[src/rtl/clock_pkg.sv]
// Shared types and constants for the BCD time-of-day sequencer.
// Combinational only: no latency.
// No flow control: constants and a pure helper function.
package clock_pkg;

  // Sequencer FSM states.
  typedef enum logic [1:0] {
    IDLE   = 2'd0,
    WALK   = 2'd1,
    FINISH = 2'd2
  } state_t;

  // Digit indices in walk order.
  localparam logic [2:0] DIG_SEC_U  = 3'd0;
  localparam logic [2:0] DIG_SEC_T  = 3'd1;
  localparam logic [2:0] DIG_MIN_U  = 3'd2;
  localparam logic [2:0] DIG_MIN_T  = 3'd3;
  localparam logic [2:0] DIG_HOUR_U = 3'd4;
  localparam logic [2:0] DIG_HOUR_T = 3'd5;

  // Largest legal value of each kind of digit.
  localparam logic [3:0] LIM_UNITS     = 4'd9;
  localparam logic [3:0] LIM_TENS      = 4'd5;
  localparam logic [3:0] LIM_HOUR_T    = 4'd2;
  localparam logic [3:0] LIM_HOUR_U_20 = 4'd3;

  // Limit for a digit; hour units stop at 3 only in the twenties.
  function automatic logic [3:0] digit_limit(input logic [2:0] idx,
                                             input logic [3:0] hour_tens);
    logic [3:0] lim;
    case (idx)
      DIG_SEC_T, DIG_MIN_T: lim = LIM_TENS;
      DIG_HOUR_T:           lim = LIM_HOUR_T;
      DIG_HOUR_U:           lim = (hour_tens == LIM_HOUR_T) ? LIM_HOUR_U_20 : LIM_UNITS;
      default:              lim = LIM_UNITS;
    endcase
    return lim;
  endfunction

endpackage

[src/rtl/bcd_adder.sv]
// Single-digit BCD adder with decimal correction.
// Combinational: zero latency.
// No flow control: result valid whenever operands are.
module bcd_adder (
  input  logic [3:0] a,
  input  logic [3:0] b,
  input  logic       cin,
  output logic [3:0] sum,
  output logic       cout
);

  logic [4:0] raw;

  assign raw = {1'b0, a} + {1'b0, b} + {4'd0, cin};

  // Add 6 to the binary sum when it passes 9 to get back into BCD.
  always_comb begin
    if (raw > 5'd9) begin
      cout = 1'b1;
      sum  = raw[3:0] + 4'd6;
    end else begin
      cout = 1'b0;
      sum  = raw[3:0];
    end
  end

endmodule

[src/rtl/bcd_time_sequencer.sv]
// 24 h BCD clock: increments one digit per cycle through a shared BCD adder.
// Latency: request at edge N, digit k written at edge N+1+k, busy drops leaving FINISH.
// Backpressure: one pending tick while busy, a further tick is dropped; adjusts while busy are ignored.
module bcd_time_sequencer #(
  parameter logic [7:0] RESET_SEC  = 8'h00,
  parameter logic [7:0] RESET_MIN  = 8'h00,
  parameter logic [7:0] RESET_HOUR = 8'h00
) (
  input  logic       clk,
  input  logic       rst,
  input  logic       tick_1hz,
  input  logic       adj_min_req,
  input  logic       adj_hour_req,
  output logic [7:0] sec_bcd,
  output logic [7:0] min_bcd,
  output logic [7:0] hour_bcd,
  output logic       busy,
  output logic       day_carry,
  output logic       tick_dropped
);

  import clock_pkg::*;

  state_t     state;
  state_t     state_nxt;
  logic [2:0] idx;
  logic [2:0] end_idx;
  logic       carry;
  logic       walk_tick;
  logic       pending;

  logic       start;
  logic       start_tick;
  logic [2:0] start_idx;
  logic [2:0] stop_idx;

  logic [3:0] cur_digit;
  logic [3:0] add_sum;
  logic       add_cout;
  logic [3:0] lim;
  logic       wrap;
  logic [3:0] new_digit;
  logic       last;

  // Select the digit currently being walked.
  always_comb begin
    cur_digit = sec_bcd[3:0];
    case (idx)
      DIG_SEC_U:  cur_digit = sec_bcd[3:0];
      DIG_SEC_T:  cur_digit = sec_bcd[7:4];
      DIG_MIN_U:  cur_digit = min_bcd[3:0];
      DIG_MIN_T:  cur_digit = min_bcd[7:4];
      DIG_HOUR_U: cur_digit = hour_bcd[3:0];
      DIG_HOUR_T: cur_digit = hour_bcd[7:4];
      default:    cur_digit = sec_bcd[3:0];
    endcase
  end

  bcd_adder u_adder (
    .a    (cur_digit),
    .b    (4'd0),
    .cin  (carry),
    .sum  (add_sum),
    .cout (add_cout)
  );

  // A digit past its limit (or a decimal carry) wraps to 0 and keeps the carry alive.
  assign lim       = digit_limit(idx, hour_bcd[7:4]);
  assign wrap      = add_cout | (add_sum > lim);
  assign new_digit = wrap ? 4'd0 : add_sum;
  assign last      = (idx == end_idx);
  assign busy      = (state != IDLE);

  // Next-state and request arbitration: pending/new tick beats hour beats minute.
  always_comb begin
    state_nxt  = state;
    start      = 1'b0;
    start_tick = 1'b0;
    start_idx  = DIG_SEC_U;
    stop_idx   = DIG_HOUR_T;
    case (state)
      IDLE: begin
        if (pending || tick_1hz) begin
          start      = 1'b1;
          start_tick = 1'b1;
        end else if (adj_hour_req) begin
          start     = 1'b1;
          start_idx = DIG_HOUR_U;
        end else if (adj_min_req) begin
          start     = 1'b1;
          start_idx = DIG_MIN_U;
          stop_idx  = DIG_MIN_T;
        end
        if (start) begin
          state_nxt = WALK;
        end
      end
      WALK: begin
        if (!wrap || last) begin
          state_nxt = FINISH;
        end
      end
      FINISH:  state_nxt = IDLE;
      default: state_nxt = IDLE;
    endcase
  end

  // FSM state register.
  always_ff @(posedge clk) begin
    if (rst) begin
      state <= IDLE;
    end else begin
      state <= state_nxt;
    end
  end

  // Walk datapath, tick queueing and one-cycle status pulses.
  always_ff @(posedge clk) begin
    if (rst) begin
      sec_bcd      <= RESET_SEC;
      min_bcd      <= RESET_MIN;
      hour_bcd     <= RESET_HOUR;
      idx          <= DIG_SEC_U;
      end_idx      <= DIG_HOUR_T;
      carry        <= 1'b0;
      walk_tick    <= 1'b0;
      pending      <= 1'b0;
      day_carry    <= 1'b0;
      tick_dropped <= 1'b0;
    end else begin
      day_carry    <= 1'b0;
      tick_dropped <= 1'b0;
      case (state)
        IDLE: begin
          if (start) begin
            idx       <= start_idx;
            end_idx   <= stop_idx;
            carry     <= 1'b1;
            walk_tick <= start_tick;
          end
          // Serving the pending tick frees the slot for a tick arriving now.
          if (pending) begin
            pending <= tick_1hz;
          end
        end
        WALK: begin
          case (idx)
            DIG_SEC_U:  sec_bcd[3:0]  <= new_digit;
            DIG_SEC_T:  sec_bcd[7:4]  <= new_digit;
            DIG_MIN_U:  min_bcd[3:0]  <= new_digit;
            DIG_MIN_T:  min_bcd[7:4]  <= new_digit;
            DIG_HOUR_U: hour_bcd[3:0] <= new_digit;
            DIG_HOUR_T: hour_bcd[7:4] <= new_digit;
            default: ;
          endcase
          carry <= wrap;
          idx   <= idx + 3'd1;
          if (walk_tick && (idx == DIG_HOUR_T) && wrap) begin
            day_carry <= 1'b1;
          end
        end
        default: ;
      endcase
      if ((state != IDLE) && tick_1hz) begin
        if (pending) begin
          tick_dropped <= 1'b1;
        end else begin
          pending <= 1'b1;
        end
      end
    end
  end

endmodule

[config.mk]
export PLATFORM = sky130hd
export DESIGN_NAME = bcd_time_sequencer
export DESIGN_NICKNAME = d
export VERILOG_FILES = /design/src/rtl/clock_pkg.sv /design/src/rtl/bcd_adder.sv /design/src/rtl/bcd_time_sequencer.sv
export SDC_FILE = /design/constraint.sdc
export NUM_CORES = 1
export LEC_CHECK = 0
export CAP_MARGIN = 5
export CORE_ASPECT_RATIO = 0.9
export CORE_UTILIZATION = 39
export CTS_CLUSTER_DIAMETER = 50
export DETAILED_ROUTE_END_ITERATION = 7
export GPL_ROUTABILITY_DRIVEN = 0
export MAX_ROUTING_LAYER = met4
export PLACE_DENSITY_LB_ADDON = 0.08
export SYNTH_ARGS = -nofsm -noshare
export SYNTH_HDL_FRONTEND = slang
export SYNTH_SLANG_ARGS = --single-unit
[constraint.sdc]
create_clock -name clk -period 3.9 [get_ports clk]
set_input_delay 0.39 -clock clk [delete_from_list [all_inputs] [get_ports clk]]
set_output_delay 0.39 -clock clk [all_outputs]
set_load 0.05 [all_outputs]
==> metrics.txt <==
status=finished clean; most frequent cells in the layout=dfxtp_1 (34), clkdlybuf4s50_1 (31), buf_4 (26); Syn Nets=266; cell count after synthesis=between 200 and 300; wire length per cell=around 18 um; gr usage total=23.8%; ANT cells=0; die footprint=just under 0.006 sq mm; crit start category=flip-flop; crit-path max FO=9; DR iter-0 viols=~160; crit-path cells=inv_1 -> ha_1 -> nor2b_4 -> buf_4 -> a22oi_1 -> a31oi_1 -> ha_1 -> buf_4 -> nor3_1 -> a21oi_2 -> o21ai_1 -> ha_1 -> nor2b_1 -> o211ai_1 -> a21oi_2 -> inv_2 -> o41ai_4 -> o31ai_1; worst-margin pin slew=1130 ps; Cell Area, Synth=0.00221 sq mm; maximum root-to-sink buffer count=2; fraction of layout cells with a size suffix above 1=21.8%; dpl ws=6.52 ps; Cell variety after synth=between 50 and 60; vias per cell=5.81; commonest non-fill, non-tap cell in the layout=dfxtp_1; Critical Path RT=a little over 4000 ps; CP endpoint kind=flip-flop; DRC Markers=0; asr flop ratio synth=0%; Yosys Warn Count=0; pin count of the biggest net entering global routing=25; DIE HEIGHT=73.3 um; Sink Count=36; relative slew slack=24.6%; Starting Density=41.2%; vias=around 2.1k; Synth Flop Type=dfxtp_1; CTS tree=done; Yosys reg bits=36; Final ANT Viol Nets=0; port buffer count=31; GRT overflow=0; Max Clk Rate=between 200 and 300 MHz; Clk Latency, worst-skew pair=290 ps; placed wire-length estimate=4.75 mm; fin. max-slew vios=0; Final setup viols=0; WP buf/inv=4; root buf cell=clkbuf_8; vias in the first global route=between 2k and 2.5k; Layout Nets=313; Crit path largest cell delay=390 ps; CP Data Arrival Time=3920 ps; global-route wire length before repair=around 10 mm; Hold Path Class=reg -> reg; TritonCTS buffer count=5; core box area=roughly 0.0053 sq mm; sequential fraction of the synthesis area=about a third; ratio of final minimum period to clock period=roughly 95%; Slowest cell on crit path=dfxtp_4; Tmin final=between 3000 and 4000 ps; Area Overhead vs Synth=31.0%; # H-tree levels=2; Yosys top cell area share=32.7%; Hold Fails Final Rpt=0; final worst slack=183 ps; Die Wd=slightly above 80 um; Post-synth EDFFs=0; most used cell, CP=ha_1; clk slew on worst S/H paths=80 ps; Area contributors post-synth=dfxtp_1 (33%), ha_1 (6.2%), nand3b_1 (6.1%), a21oi_1 (3.6%), nand2_1 (3.6%); syn_area_per_cell=8.82 sq um; Clock Skews=4.59 ps; Max Cap Viol=0; Row Count=25; cell family with most CP delay=compound AO/OA/AOI/OAI gates; Setup Crit Path Kind=reg -> reg; drt total wl=6.72 mm; initial antenna violation count=0; Synth area leader=dfxtp_1; I/O Pins=32; Pre-Repair DR Iteration Count=4
==> area by class of cell <==
class                      count  area [sq um]
fill                         509          2460
multi-input combinational    188          1410
sequential                    36           728
timing repair buffer          57           505
clock buffer                   7          96.3
tap                           67          83.8
inverter                       9          33.8
clock inverter                 1          30.0
==> synth_stat cells (3+ instances only) <==
cell type	number
a21oi_1	16
xnor2_1	5
o31ai_1	10
o21a_1	3
a31o_2	3
a22oi_1	4
nand3b_1	18
ha_1	11
dfxtp_1	36
o211ai_1	4
a31oi_1	6
inv_1	9
clkbuf_1	9
o2111ai_1	4
buf_6	5
nor2_1	9
nor2b_1	4
nand2_1	21
nand3_1	10
nand2b_1	3
o31ai_2	3
o21ai_0	13
nor3_1	8
==> stage by stage <==
step           area, sq um  setup TNS [ps]  util (%)  cells  hold WS [ps]
2_1_floorplan         2210               0         -    250           432
3_3_place_gp          2670               0      49.8    354           447
3_5_place_dp          2670               0      49.8    354           455
4_1_cts               2790               0      52.2    362           464
5_1_grt               2890           -56.8      54.0    365           494
6_report              2890               0      54.0    365           459
==> sequential cells by signal, indices dropped and copies added (netlist names) <==
name,flops
state,2
pending,1
day_carry,1
hour_bcd,8
sec_bcd,8
end_idx,2
carry,1
walk_tick,1
tick_dropped,1
min_bcd,8
idx,3
==> cells by family after synthesis <==
family,synth area share (%)
DFF,32.7
buffers and inverters,6.69
AOI/OAI and AO/OA,28.9
xor gates and xnor gates,1.99
and+or+nand+nor,23.5
adders and majority gates,6.24
==> metal layers <==
| metal | share of wire [%] | GRT usage (%) |
|---|---|---|
| met1 | 52 | 33.2 |
| met2 | 42 | 34.1 |
| met3 | 4.2 | 4.72 |
| met4 | 1.1 | 7.54 |
| met5 | 0 | - |
==> path summary, 6_finish.rpt <==
check	cells past startpoint	from	slack [ps]	to
max	18	idx[0]	180	sec_bcd[4]
min	2	walk_tick	460	walk_tick
max reg2reg	18	idx[0]	180	sec_bcd[4]
min reg2reg	2	walk_tick	460	walk_tick
==> repair_timing <==
action                     in CTS  in global routing
buffers inserted                0                  2
gates resized for setup         0                 17
cloned                          0                  1
hold buffers                    0                  0
pin swaps                       1                 14
hold endpoints to repair        0                  0
setup endpoints to repair       1                 28
==> worst min-delay path, cell delays in order, from the launching register on <==
cell and delay (ps):
dfxtp_1 310, nand2_1 50, a21oi_1 50
Power is left out: the tool's default activity adds up to more than one toggle a clock period on the data nets, which glitch-free logic cannot reach.
